## src/rtl/wf_samp_wr_ctrl_pkg.sv

```systemverilog
// ============================================================================
// Module      : wf_samp_wr_ctrl_pkg
// Description : Shared types and defaults for the waterfall sample write side.
// Revision    : 1.0 - initial release
// ============================================================================
`default_nettype none

package wf_samp_wr_ctrl_pkg;

    typedef logic [0:0] wf_state_t;

    localparam wf_state_t FILL = 1'b0;
    localparam wf_state_t DONE = 1'b1;

    localparam int WF_SAMP_ADDR_BITS = 13;
    localparam int WF_SAMP_DATA_BITS = 16;
    localparam int WF_SAMP_OVF_BITS  = 16;

endpackage

`default_nettype wire

```

## src/rtl/wf_samp_wr_ctrl.sv

```systemverilog
// ============================================================================
// Module      : wf_samp_wr_ctrl
// Description : Waterfall sample-buffer write controller: packs I/Q, drives the
//               RAM write port, one-shot/continuous capture, pointer snapshot.
//               Optional WF_SAMP_OVF_CNT_EN adds the dropped-strobe counter.
// Revision    : 1.0 - initial release
// ============================================================================
`default_nettype none

module wf_samp_wr_ctrl
    import wf_samp_wr_ctrl_pkg::*;
#(
    parameter int DATA_WIDTH = WF_SAMP_DATA_BITS,
    parameter int ADDR_WIDTH = WF_SAMP_ADDR_BITS
) (
    input  logic                    adc_clk,
    input  logic                    rst,
    input  logic                    wr_continuous,
    input  logic                    wr_stb,
    input  logic [DATA_WIDTH-1:0]   wr_i,
    input  logic [DATA_WIDTH-1:0]   wr_q,
    input  logic                    sync_req,
    output logic                    ram_we,
    output logic [ADDR_WIDTH-1:0]   ram_waddr,
    output logic [2*DATA_WIDTH-1:0] ram_wdata,
    output logic [ADDR_WIDTH-1:0]   wr_ptr,
    output logic [ADDR_WIDTH-1:0]   sync_ptr,
    output logic                    full,
    output logic                    wrapped
`ifdef WF_SAMP_OVF_CNT_EN
    ,
    output logic [WF_SAMP_OVF_BITS-1:0] ovf_cnt
`endif
);

    localparam logic [ADDR_WIDTH-1:0] C_PTR_ONE = {{(ADDR_WIDTH-1){1'b0}}, 1'b1};
    localparam logic [ADDR_WIDTH-1:0] C_PTR_MAX = {ADDR_WIDTH{1'b1}};

    wf_state_t                 state_q,  state_d;
    logic                      cont_q,   cont_d;
    logic                      we_q,     we_d;
    logic [ADDR_WIDTH-1:0]     waddr_q,  waddr_d;
    logic [2*DATA_WIDTH-1:0]   wdata_q,  wdata_d;
    logic [ADDR_WIDTH-1:0]     ptr_q,    ptr_d;
    logic [ADDR_WIDTH-1:0]     sync_q,   sync_d;
    logic                      full_q,   full_d;
    logic                      wrap_q,   wrap_d;

    always_comb begin
        state_d = state_q;
        cont_d  = cont_q;
        we_d    = 1'b0;
        waddr_d = waddr_q;
        wdata_d = wdata_q;
        ptr_d   = ptr_q;
        sync_d  = sync_q;
        full_d  = full_q;
        wrap_d  = wrap_q;

        if (wr_stb && (state_q == FILL)) begin
            we_d    = 1'b1;
            waddr_d = ptr_q;
            wdata_d = {wr_i, wr_q};
            ptr_d   = ptr_q + C_PTR_ONE;
            if (ptr_q == C_PTR_MAX) begin
                if (cont_q) begin
                    wrap_d  = 1'b1;
                end else begin
                    state_d = DONE;
                    full_d  = 1'b1;
                end
            end
        end

        // Snapshot reflects this cycle's increment so the reader sees a consistent pointer.
        if (sync_req) begin
            sync_d = ptr_d;
        end
    end

    // Mode is captured only while reset is held.
    always_ff @(posedge adc_clk) begin
        if (rst) begin
            state_q <= FILL;
            cont_q  <= wr_continuous;
            we_q    <= 1'b0;
            waddr_q <= '0;
            wdata_q <= '0;
            ptr_q   <= '0;
            sync_q  <= '0;
            full_q  <= 1'b0;
            wrap_q  <= 1'b0;
        end else begin
            state_q <= state_d;
            cont_q  <= cont_d;
            we_q    <= we_d;
            waddr_q <= waddr_d;
            wdata_q <= wdata_d;
            ptr_q   <= ptr_d;
            sync_q  <= sync_d;
            full_q  <= full_d;
            wrap_q  <= wrap_d;
        end
    end

    assign ram_we    = we_q;
    assign ram_waddr = waddr_q;
    assign ram_wdata = wdata_q;
    assign wr_ptr    = ptr_q;
    assign sync_ptr  = sync_q;
    assign full      = full_q;
    assign wrapped   = wrap_q;

`ifdef WF_SAMP_OVF_CNT_EN
    localparam logic [WF_SAMP_OVF_BITS-1:0] C_OVF_ONE = {{(WF_SAMP_OVF_BITS-1){1'b0}}, 1'b1};

    logic [WF_SAMP_OVF_BITS-1:0] ovf_q, ovf_d;

    always_comb begin
        ovf_d = ovf_q;
        if (wr_stb && (state_q == DONE) && (ovf_q != {WF_SAMP_OVF_BITS{1'b1}})) begin
            ovf_d = ovf_q + C_OVF_ONE;
        end
    end

    always_ff @(posedge adc_clk) begin
        if (rst) begin
            ovf_q <= '0;
        end else begin
            ovf_q <= ovf_d;
        end
    end

    assign ovf_cnt = ovf_q;
`endif

endmodule

`default_nettype wire
```

## config.mk

```make
export PLATFORM = sky130hd
export DESIGN_NAME = wf_samp_wr_ctrl
export DESIGN_NICKNAME = d
export VERILOG_FILES = /design/src/rtl/wf_samp_wr_ctrl_pkg.sv /design/src/rtl/wf_samp_wr_ctrl.sv
export SDC_FILE = /design/constraint.sdc
export NUM_CORES = 1
export LEC_CHECK = 0
export CORE_AREA = 2 2 79 81
export CTS_BUF_LIST = sky130_fd_sc_hd__clkbuf_8
export DETAILED_ROUTE_END_ITERATION = 10
export DIE_AREA = 0 0 81 83
export PLACE_DENSITY = 0.85
export SYNTH_ARGS = -nofsm -noshare
export SYNTH_HDL_FRONTEND = slang
export SYNTH_SLANG_ARGS = --single-unit
```

## constraint.sdc

```tcl
create_clock -name adc_clk -period 4 [get_ports adc_clk]
set_input_delay 0.4 -clock adc_clk [delete_from_list [all_inputs] [get_ports adc_clk]]
set_output_delay 0.4 -clock adc_clk [all_outputs]
set_load 0.05 [all_outputs]
```

==> Word level (Yosys, flattened, before mapping) <==
Cells that the tools add are included.
{ "totals": {"wordCells": 17, "input_bits": 37, "reg_bits": 75, "output_inout_bits": 74} }
{ "classes": {"n_reduce_logical": 3, "muxes": 2, "bitwise_logic": 2, "eq_ne": 1, "add_sub_neg": 1} }
{ "ops": {"columns": ["cell", "n"], "rows": [
  ["$add A13 B1 Y13 const B", 1],
  ["$eq A13 B13 Y1 const B", 1],
  ["$mux W13", 1],
  ["$reduce_and A3 Y1", 2],
  ["$not A1 Y1", 2],
  ["$logic_and A1 B1 Y1", 1],
  ["$mux W1", 1]
]} }

==> Longest topological paths before layout <==
Gate-level depths: netlist (run 1).
{ "depth": {"ltp_word": 3, "ltp_mapped": 5, "depth_no_buf": 5} }

==> Least setup slack after synthesis (run 1) <==
No wires, ideal clock.
{ "synth_path": {"path_kind": "register to register", "from": "register ptr_q[0], in the netlist wr_ptr[0]", "to": "register sync_q[12], in the netlist sync_ptr[12]", "stages_incl_launch_ff": 6, "period_less_slack_ns": 1.841, "setup_ns": 0.079, "path_slack_ns": 2.159, "required_time_ns": 3.921, "t_arrival_ns": 1.761, "n_path_buf": 0, "cell_sequence": "dfxtp_1 > ha_1 > nand3_1 > nor4_2 > xnor2_1 > a211oi_2"} }
{ "synth_via": {"elab_chain_cells": 2} }
{ "synth_rtl": {"columns": ["item", "line_no", "rtl"], "rows": [
  ["start: declaration", "wf_samp_wr_ctrl.sv:44", "logic [ADDR_WIDTH-1:0] ptr_q, ptr_d;"],
  ["start signal: assignment", "wf_samp_wr_ctrl.sv:99", "ptr_q <= ptr_d;"],
  ["$add A13 B1 Y13", "wf_samp_wr_ctrl.sv:64", "ptr_d = ptr_q + C_PTR_ONE;"],
  ["$mux W13", "wf_samp_wr_ctrl.sv:60", "if (wr_stb && (state_q == FILL)) begin"],
  ["end signal: assignment", "wf_samp_wr_ctrl.sv:100", "sync_q <= sync_d;"],
  ["end: declaration", "wf_samp_wr_ctrl.sv:45", "logic [ADDR_WIDTH-1:0] sync_q, sync_d;"]
]} }
No other way between the ends.
A chain may end at the register's enable or synchronous reset.

==> Worst setup path in the final report (run 1) <==
{ "layout_path": {"from": "input wr_stb", "to": "register sync_q[4], in the netlist sync_ptr[4]"} }
{ "layout_via": {"elab_chain_cells": 2} }
{ "layout_rtl": {"columns": ["item", "line_no", "rtl"], "rows": [
  ["start: declaration", "wf_samp_wr_ctrl.sv:19", "input logic wr_stb,"],
  ["$logic_and A1 B1 Y1", "wf_samp_wr_ctrl.sv:60", null],
  ["$mux W13", "wf_samp_wr_ctrl.sv:60", null]
]} }
No other way between the ends.

==> summary.md, run 1 <==
| Metric | Value |
|---|---|
| Dpl cell area | `3802 um^2` |
| Fillers | `492` |
| Net count of the mapped netlist | `352` |
| Worst Min Path Start | `ram_wdata[27]` |
| Total routing resource utilization after global routing | `20.82%` |
| Number of enable flip-flop cells after synthesis | `1` |
| Logic depth of the worst path, buffers included | `5` |
| Combinational Power Share | `16.5%` |
| Top cell family by delay on the critical path | `simple AND/OR/NAND/NOR gates` |
| Switching power | `437.1 uW` |
| Wire length of the first global-routing pass | `11040 um` |
| Cts repair resizes | `0` |
| Core Util, Final | `68.35%` |
| Detailed-routed wire length on met2 | `3138 um` |
| Largest incremental delay on the critical path | `0.79 ns` |
| Share of post-route cells with drive strength above 1 | `5.714%` |
| Portion of the post-synthesis area used by sequential elements | `56.24%` |
| Top layer in use | `met4` |
| Flop and latch count out of synthesis | `75` |
| CTS Hold Buffers Added | `0` |
| Clock input transition at the sequential cells of the worst setup and hold paths | `0.07 ns` |
| Internal power | `1.123 mW` |
| Relative slew slack | `39.04%` |
| Max Cap Viol | `0` |
| Tcrit/Tclk final | `54.44%` |
| RSZ-0062 raised after global routing | `false` |
| Post-synth ARST share | `0%` |
| Count of pins on the block boundary | `111` |
| Vias/cell | `4.974` |
| Antenna cells | `0` |
| Mean cell area of the mapped netlist | `8.559 um^2` |
| Last weighted congestion value of the routability-driven placer | `0.8094` |
| Synth top area cells | `sky130_fd_sc_hd__dfxtp_1 55%, sky130_fd_sc_hd__nand2_1 13%, sky130_fd_sc_hd__a21oi_1 8.4%` |
| Warnings from Yosys | `0` |
| Maximum number of pins on one net before global-route repair | `51` |
| Commonest cells after routing, fill and taps aside | `109 x sky130_fd_sc_hd__clkdlybuf4s50_1, 93 x sky130_fd_sc_hd__nand2_1, 74 x sky130_fd_sc_hd__dfxtp_1` |
| Switching Share | `28.01%` |
| Number of search-and-repair iterations in the first detailed-routing pass | `4` |
| Maximum clock path buffer count | `2` |
| Cell Area, Synth | `2688 um^2` |
| Critical path origin | `wr_stb` |
| Worst-Skew Late Latency | `0.33 ns` |
| Result of the run | `complete, no violations` |
| Num Clock Sinks | `75` |
| Category of the worst setup path capture point | `flip-flop` |
| Worst r2r path cells | `4` |
| Worst reg-to-reg setup slack | `2.09 ns` |
| Data arrival at the endpoint of the critical path | `2.43 ns` |
| Worst-margin pin slew | `0.9144 ns` |
| Worst Skew | `0.004020 ns` |
| Via count of the first global-routing pass | `2404` |
| CTS tree | `done` |
| Total die area | `6723 um^2` |
| Number of remaining DRC errors | `0` |
| H-tree levels | `3` |
| Total core area | `5816 um^2` |
| Layout area overhead | `47.90%` |
| Share of the synthesized area in the top cell type | `55.12%` |
| CP Data Required Time | `4.25 ns` |
| Overall die width | `81 um` |
| Hold WC Path Type | `reg -> reg` |
| IO Port Bufs | `110` |
| Launching element type of the critical path | `input pin` |
| Number of DRC markers after the initial detailed-route iteration | `101` |
| Critical path buffer and inverter count | `1` |
| Sequential fraction of design power | `51.0%` |
| Initial antenna violation count | `0` |
| Total wire length | `6790 um` |
| Post-CTS setup repair buffer count | `0` |
| Worst path cell trace | `clkdlybuf4s50_1 > and2b_2 > nand4_1 > xor2_1 > a211oi_1` |
| Worst-path maximum fanout | `50` |
| Cell taking the most area after synthesis | `sky130_fd_sc_hd__dfxtp_1` |
| Cell chosen for the clock root | `sky130_fd_sc_hd__clkbuf_8` |
| Peak supply drop | `257.5 uV` |
| Wire length per cell | `13.72 um` |
| Layout Nets | `453` |
| Count of endpoints failing setup in the final report | `0` |
| Number of vias after detailed routing | `2462` |
| Worst hold-check slack | `0.4525 ns` |
| HPWL reported at the end of detailed placement | `4601 um` |
| Reported leakage power | `1.441 nW` |
| Final instance area | `3975 um^2` |
| M1 wire length | `2945 um` |
| Number of antenna-violating nets in the routed design | `0` |
| Leading cell type in the layout, fill and taps excluded | `sky130_fd_sc_hd__clkdlybuf4s50_1` |
| Capturing point of the worst reg2reg path | `sync_ptr[4]` |
| Type of the setup path with the least slack | `in -> reg` |
| Worst-path cell with the longest stage delay | `sky130_fd_sc_hd__and2b_2` |
| Final Hold Vio Count | `0` |
| Synthesized netlist cell count | `314` |
| Fin. max-slew vios | `0` |
| Hold depth | `2` |
| Pwr Total | `1.560 mW` |
| Initial core utilization | `46.21%` |
| Start of the worst register-to-register path | `full` |
| Site row count | `28` |
| Power per cell area | `392.5 nW/um^2` |
| WL met3 | `519 um` |
| Peak clock frequency supported by timing | `0.4592 GHz` |
| DIE HEIGHT | `83 um` |
| TritonCTS Buffers | `9` |
| Sum Neg Setup Slack | `0 ns` |
| Dominant synthesized flop cell | `sky130_fd_sc_hd__dfxtp_1` |
| Post-synthesis cell type count | `25` |
| Terminating pin of the worst hold path | `ram_wdata[27]` |
| Sum of overflow across all layers after global routing | `0` |
| Final min period | `2.178 ns` |
| Part of the power in the clock network | `32.5%` |
[tightest hold or removal path, stage by stage, from the launching register on]
cell	delay, ns
sky130_fd_sc_hd__dfxtp_1	0.31
sky130_fd_sc_hd__nand2_1	0.05
sky130_fd_sc_hd__a21oi_1	0.05
[how the worst max path moves through the flow]
| stage | end |
|---|---|
| after floorplan | sync_ptr[12] |
| after global placement | sync_ptr[3] |
| after detailed placement | sync_ptr[4] |
| after CTS | sync_ptr[3] |
| after global routing | sync_ptr[3] |
| final | sync_ptr[4] |
[flip-flops by register name, indices dropped and copies added, names as in the netlist]
name and flops:
ram_waddr 13, sync_ptr 13, cont_d 1, ram_wdata 32
wr_ptr 13, wrapped 1, full 1, ram_we 1
[metal layers]
layer / vias to the layer above / global-route usage, %
met1: 1130 / 26.14
li1: 1232 / -
met4: 0 / 9.707
met3: 16 / 6.739
met5: - / 0
met2: 84 / 32.08
[cells in the mapped netlist (2+ instances only)]
cell type / number
sky130_fd_sc_hd__nand2_1: 93
sky130_fd_sc_hd__dfxtp_1: 74
sky130_fd_sc_hd__a21oi_1: 45
sky130_fd_sc_hd__nor2_1: 30
sky130_fd_sc_hd__clkbuf_1: 12
sky130_fd_sc_hd__a211oi_1: 11
sky130_fd_sc_hd__xnor2_1: 9
sky130_fd_sc_hd__buf_2: 6
sky130_fd_sc_hd__nor3_1: 4
sky130_fd_sc_hd__buf_1: 3
sky130_fd_sc_hd__inv_1: 3
sky130_fd_sc_hd__nand3_1: 3
sky130_fd_sc_hd__nand4_1: 3
sky130_fd_sc_hd__nor4_2: 3
sky130_fd_sc_hd__xor2_1: 3
sky130_fd_sc_hd__a211oi_2: 2
sky130_fd_sc_hd__a31oi_1: 2
[layout make-up]
class,instances,area [um^2],share of cell area (%)
Clock buffer,11,151.4,3.809
Clock inverter,5,21.27,0.5351
Inverter,3,11.26,0.2833
Multi-Input combinational cell,215,1082,27.23
Sequential cell,75,1511,38.02
Tap cell,75,93.84,2.361
Timing Repair Buffer,111,1104,27.76
[through the flow]
stage               instances  worst slack (ns)
floorplan                 314             2.159
global placement          479             1.551
detailed placement        479             1.464
CTS                       495             1.838
global route              495             1.665
finish                    495             1.822
[power groups by stage]
stage / Clock [mW] / Sequential (mW) / Combinational, mW
detailed placement: 0 / 0.813 / 0.259
global placement: 0 / 0.812 / 0.255
finish: 0.507 / 0.796 / 0.257
global route: 0.553 / 0.798 / 0.274
CTS: 0.522 / 0.796 / 0.259
floorplan: 0 / 0.908 / 0.0601
[cells by family after synthesis]
group / synth area share (%)
compound gates: 12.85
xor+xnor: 3.911
fa+ha+maj: 0.4655
buf+inv: 3.631
flops: 56.24
mux: 0.3725
simple gates: 22.53
No activity file was read; power rests on OpenSTA's default activity.
==> run 2: changes to the inputs <==
--- a/config.mk
+++ b/config.mk
@@ -5,11 +5,11 @@
 export SDC_FILE = /design/constraint.sdc
 export NUM_CORES = 1
 export LEC_CHECK = 0
-export CORE_AREA = 2 2 79 81
+export CORE_AREA = 2 2 85 87
 export CTS_BUF_LIST = sky130_fd_sc_hd__clkbuf_8
 export DETAILED_ROUTE_END_ITERATION = 10
-export DIE_AREA = 0 0 81 83
-export PLACE_DENSITY = 0.85
+export DIE_AREA = 0 0 87 89
+export PLACE_DENSITY = 0.78
 export SYNTH_ARGS = -nofsm -noshare
 export SYNTH_HDL_FRONTEND = slang
 export SYNTH_SLANG_ARGS = --single-unit
==> constraint.sdc (replaced) <==
create_clock -name adc_clk -period 1.99 [get_ports adc_clk]
set_input_delay 0.199 -clock adc_clk [delete_from_list [all_inputs] [get_ports adc_clk]]
set_output_delay 0.199 -clock adc_clk [all_outputs]
set_load 0.05 [all_outputs]
==> summary.md, run 2 (synthesis results as in run 1) <==
| Metric | Value |
|---|---|
| Result of the run | `complete, no violations` |
| Core Util, Final | `61.15% (-7.2 points)` |
| Largest incremental delay on the critical path | `0.87 ns (+0.08 ns)` |
| Leading cell type in the layout, fill and taps excluded | `sky130_fd_sc_hd__clkdlybuf4s50_1` |
| Initial core utilization | `40.00% (-6.2 points)` |
| Final Hold Vio Count | `0 (unchanged)` |
| Worst-path maximum fanout | `7 (-86%)` |
| Number of antenna-violating nets in the routed design | `0 (unchanged)` |
| Worst reg-to-reg setup slack | `0.25 ns (-1.84 ns)` |
| Cell chosen for the clock root | `sky130_fd_sc_hd__clkbuf_8` |
| Share of post-route cells with drive strength above 1 | `8.372% (+2.7 points)` |
| Total core area | `6719 um^2 (+16%)` |
| Wire length per cell | `13.74 um (+0.19%)` |
| Max FFs per register | `32 (unchanged)` |
| Site row count | `30 (+7.1%)` |
| CP Data Required Time | `1.79 ns (-2.46 ns)` |
| CTS tree | `done` |
| Category of the worst setup path capture point | `output port` |
| Worst path cell trace | `clkdlybuf4s50_1` |
| Vias/cell | `4.839 (-2.7%)` |
| Non-filler instance count after layout | `510 (+3.0%)` |
| Layout area overhead | `52.89%` |
| Maximum clock path buffer count | `2 (unchanged)` |
| Worst-path cell with the longest stage delay | `sky130_fd_sc_hd__clkdlybuf4s50_1` |
| Reported leakage power | `1.507 nW (+4.6%)` |
| Via count of the first global-routing pass | `2366 (-1.6%)` |
| Total die area | `7743 um^2 (+15%)` |
| HPWL reported at the end of detailed placement | `5035 um (+9.4%)` |
| Data arrival at the endpoint of the critical path | `1.69 ns (-0.74 ns)` |
| Number of vias after detailed routing | `2468 (+0.24%)` |
| Final instance area | `4109 um^2 (+3.4%)` |
| Count of pins on the block boundary | `111 (unchanged)` |
| Worst Skew | `0.008995 ns (+0.004975 ns)` |
| Maximum number of pins on one net before global-route repair | `36 (-29%)` |
| Capturing point of the worst reg2reg path | `sync_ptr[8]` |
| Type of the setup path with the least slack | `reg -> out` |
| Relative slew slack | `64.35% (+25 points)` |
| Fin. max-slew vios | `0 (unchanged)` |
| Commonest cells after routing, fill and taps aside | `109 x sky130_fd_sc_hd__clkdlybuf4s50_1, 93 x sky130_fd_sc_hd__nand2_1, 74 x sky130_fd_sc_hd__dfxtp_1` |
| Worst-margin pin slew | `0.5332 ns (-0.3813 ns)` |
| Antenna cells | `0 (unchanged)` |
| Wire length of the first global-routing pass | `11170 um (+1.2%)` |
| Critical path buffer and inverter count | `1 (unchanged)` |
| Tcrit/Tclk final | `95.03%` |
| RSZ-0062 raised after global routing | `false` |
| Total wire length | `7009 um (+3.2%)` |
| Initial antenna violation count | `0 (unchanged)` |
| Peak clock frequency supported by timing | `0.5288 GHz` |
| Clock input transition at the sequential cells of the worst setup and hold paths | `0.08 ns (about the same)` |
| Dpl cell area | `3884 um^2 (+2.1%)` |
| Hold depth | `2 (unchanged)` |
| Terminating pin of the worst hold path | `wr_ptr[12]` |
| Launching element type of the critical path | `flip-flop` |
| Power per cell area | `826.2 nW/um^2 (+110%)` |
| Number of remaining DRC errors | `0 (unchanged)` |
| Number of search-and-repair iterations in the first detailed-routing pass | `4 (unchanged)` |
| DIE HEIGHT | `89 um (+7.2%)` |
| Overall die width | `87 um (+7.4%)` |
| TritonCTS Buffers | `9 (unchanged)` |
| Hold WC Path Type | `in -> reg` |
| Sum of overflow across all layers after global routing | `0 (unchanged)` |
| Max Cap Viol | `0 (unchanged)` |
| Final min period | `1.891 ns` |
| Sum Neg Setup Slack | `0 ns (unchanged)` |
| Worst Min Path Start | `rst` |
| Layout Nets | `463 (+2.2%)` |
| IO Port Bufs | `110 (unchanged)` |
| Num Clock Sinks | `75 (unchanged)` |
| Peak supply drop | `369.5 uV (+44%)` |
| Worst r2r path cells | `5 (+1)` |
| Number of DRC markers after the initial detailed-route iteration | `79 (-22%)` |
| Top cell family by delay on the critical path | `buffers and inverters` |
| Total placed cells including tap cells | `494 (+3.1%)` |
| Last weighted congestion value of the routability-driven placer | `0.7422 (-8.3%)` |
| Worst-Skew Late Latency | `0.33 ns (about the same)` |
| H-tree levels | `3 (unchanged)` |
| Pwr Total | `3.395 mW (+120%)` |
| Count of endpoints failing setup in the final report | `0 (unchanged)` |
| Total routing resource utilization after global routing | `18.37% (-2.5 points)` |
| Start of the worst register-to-register path | `wr_ptr[0]` |
==> run 2: layer usage <==
metal / global-route usage (%) / up-vias / wire [um]
li1: - / 1259 / -
met1: 21.25 / 1128 / 3006
met2: 31.99 / 75 / 3424
met3: 5.355 / 6 / 523
met4: 7.386 / 0 / 55
met5: 0 / - / 0
==> run 2: worst max path at each step <==
stage          startpoint            to  cells past startpoint
5_1_grt         wr_ptr[5]     wr_ptr[5]                      1
2_1_floorplan   wr_ptr[0]  sync_ptr[12]                      5
4_1_cts         wr_ptr[5]     wr_ptr[5]                      1
3_3_place_gp       wr_stb  sync_ptr[12]                      5
3_5_place_dp       wr_stb   sync_ptr[4]                      5
6_report        wr_ptr[5]     wr_ptr[5]                      1
==> run 2: report_power, final <==
part	leakage [nW]	switching (mW)	internal (mW)
clock	0.119	0.532	0.732
sequential	0.615	0.0358	1.56
combinational	0.773	0.333	0.200
total	1.51	0.900	2.49
==> run 2: worst register-to-register path, cell delays in order, from the launching register on <==
cell and delay, ns:
sky130_fd_sc_hd__dfxtp_1 0.47, sky130_fd_sc_hd__ha_1 0.26, sky130_fd_sc_hd__nand3_1 0.25, sky130_fd_sc_hd__nor3_1 0.30, sky130_fd_sc_hd__xnor2_1 0.13, sky130_fd_sc_hd__a211oi_1 0.24
==> run 2: area by class of cell <==
cell class / count / area (um^2)
flip-flops and latches: 75 / 1511
clock inverters: 6 / 81.33
clock buffers: 10 / 137.6
well taps: 80 / 100.1
fillers: 601 / 2610
multi-input cells: 215 / 1089
inverters: 3 / 11.26
repair buffers: 121 / 1179
==> run 2: timing repair <==
item,CTS,global route
gates resized for setup,0,1
endpoints found under the setup margin,0,1
hold buffers,0,0
buffers inserted,0,0
==> run 2: stage by stage <==
step / worst slack, ns / hold WS, ns
global placement: 0.3029 / 0.4412
floorplan: 0.1492 / 0.2979
finish: 0.09894 / 0.2553
detailed placement: 0.2327 / 0.4459
CTS: 0.06583 / 0.2418
global route: 0.02188 / 0.2700
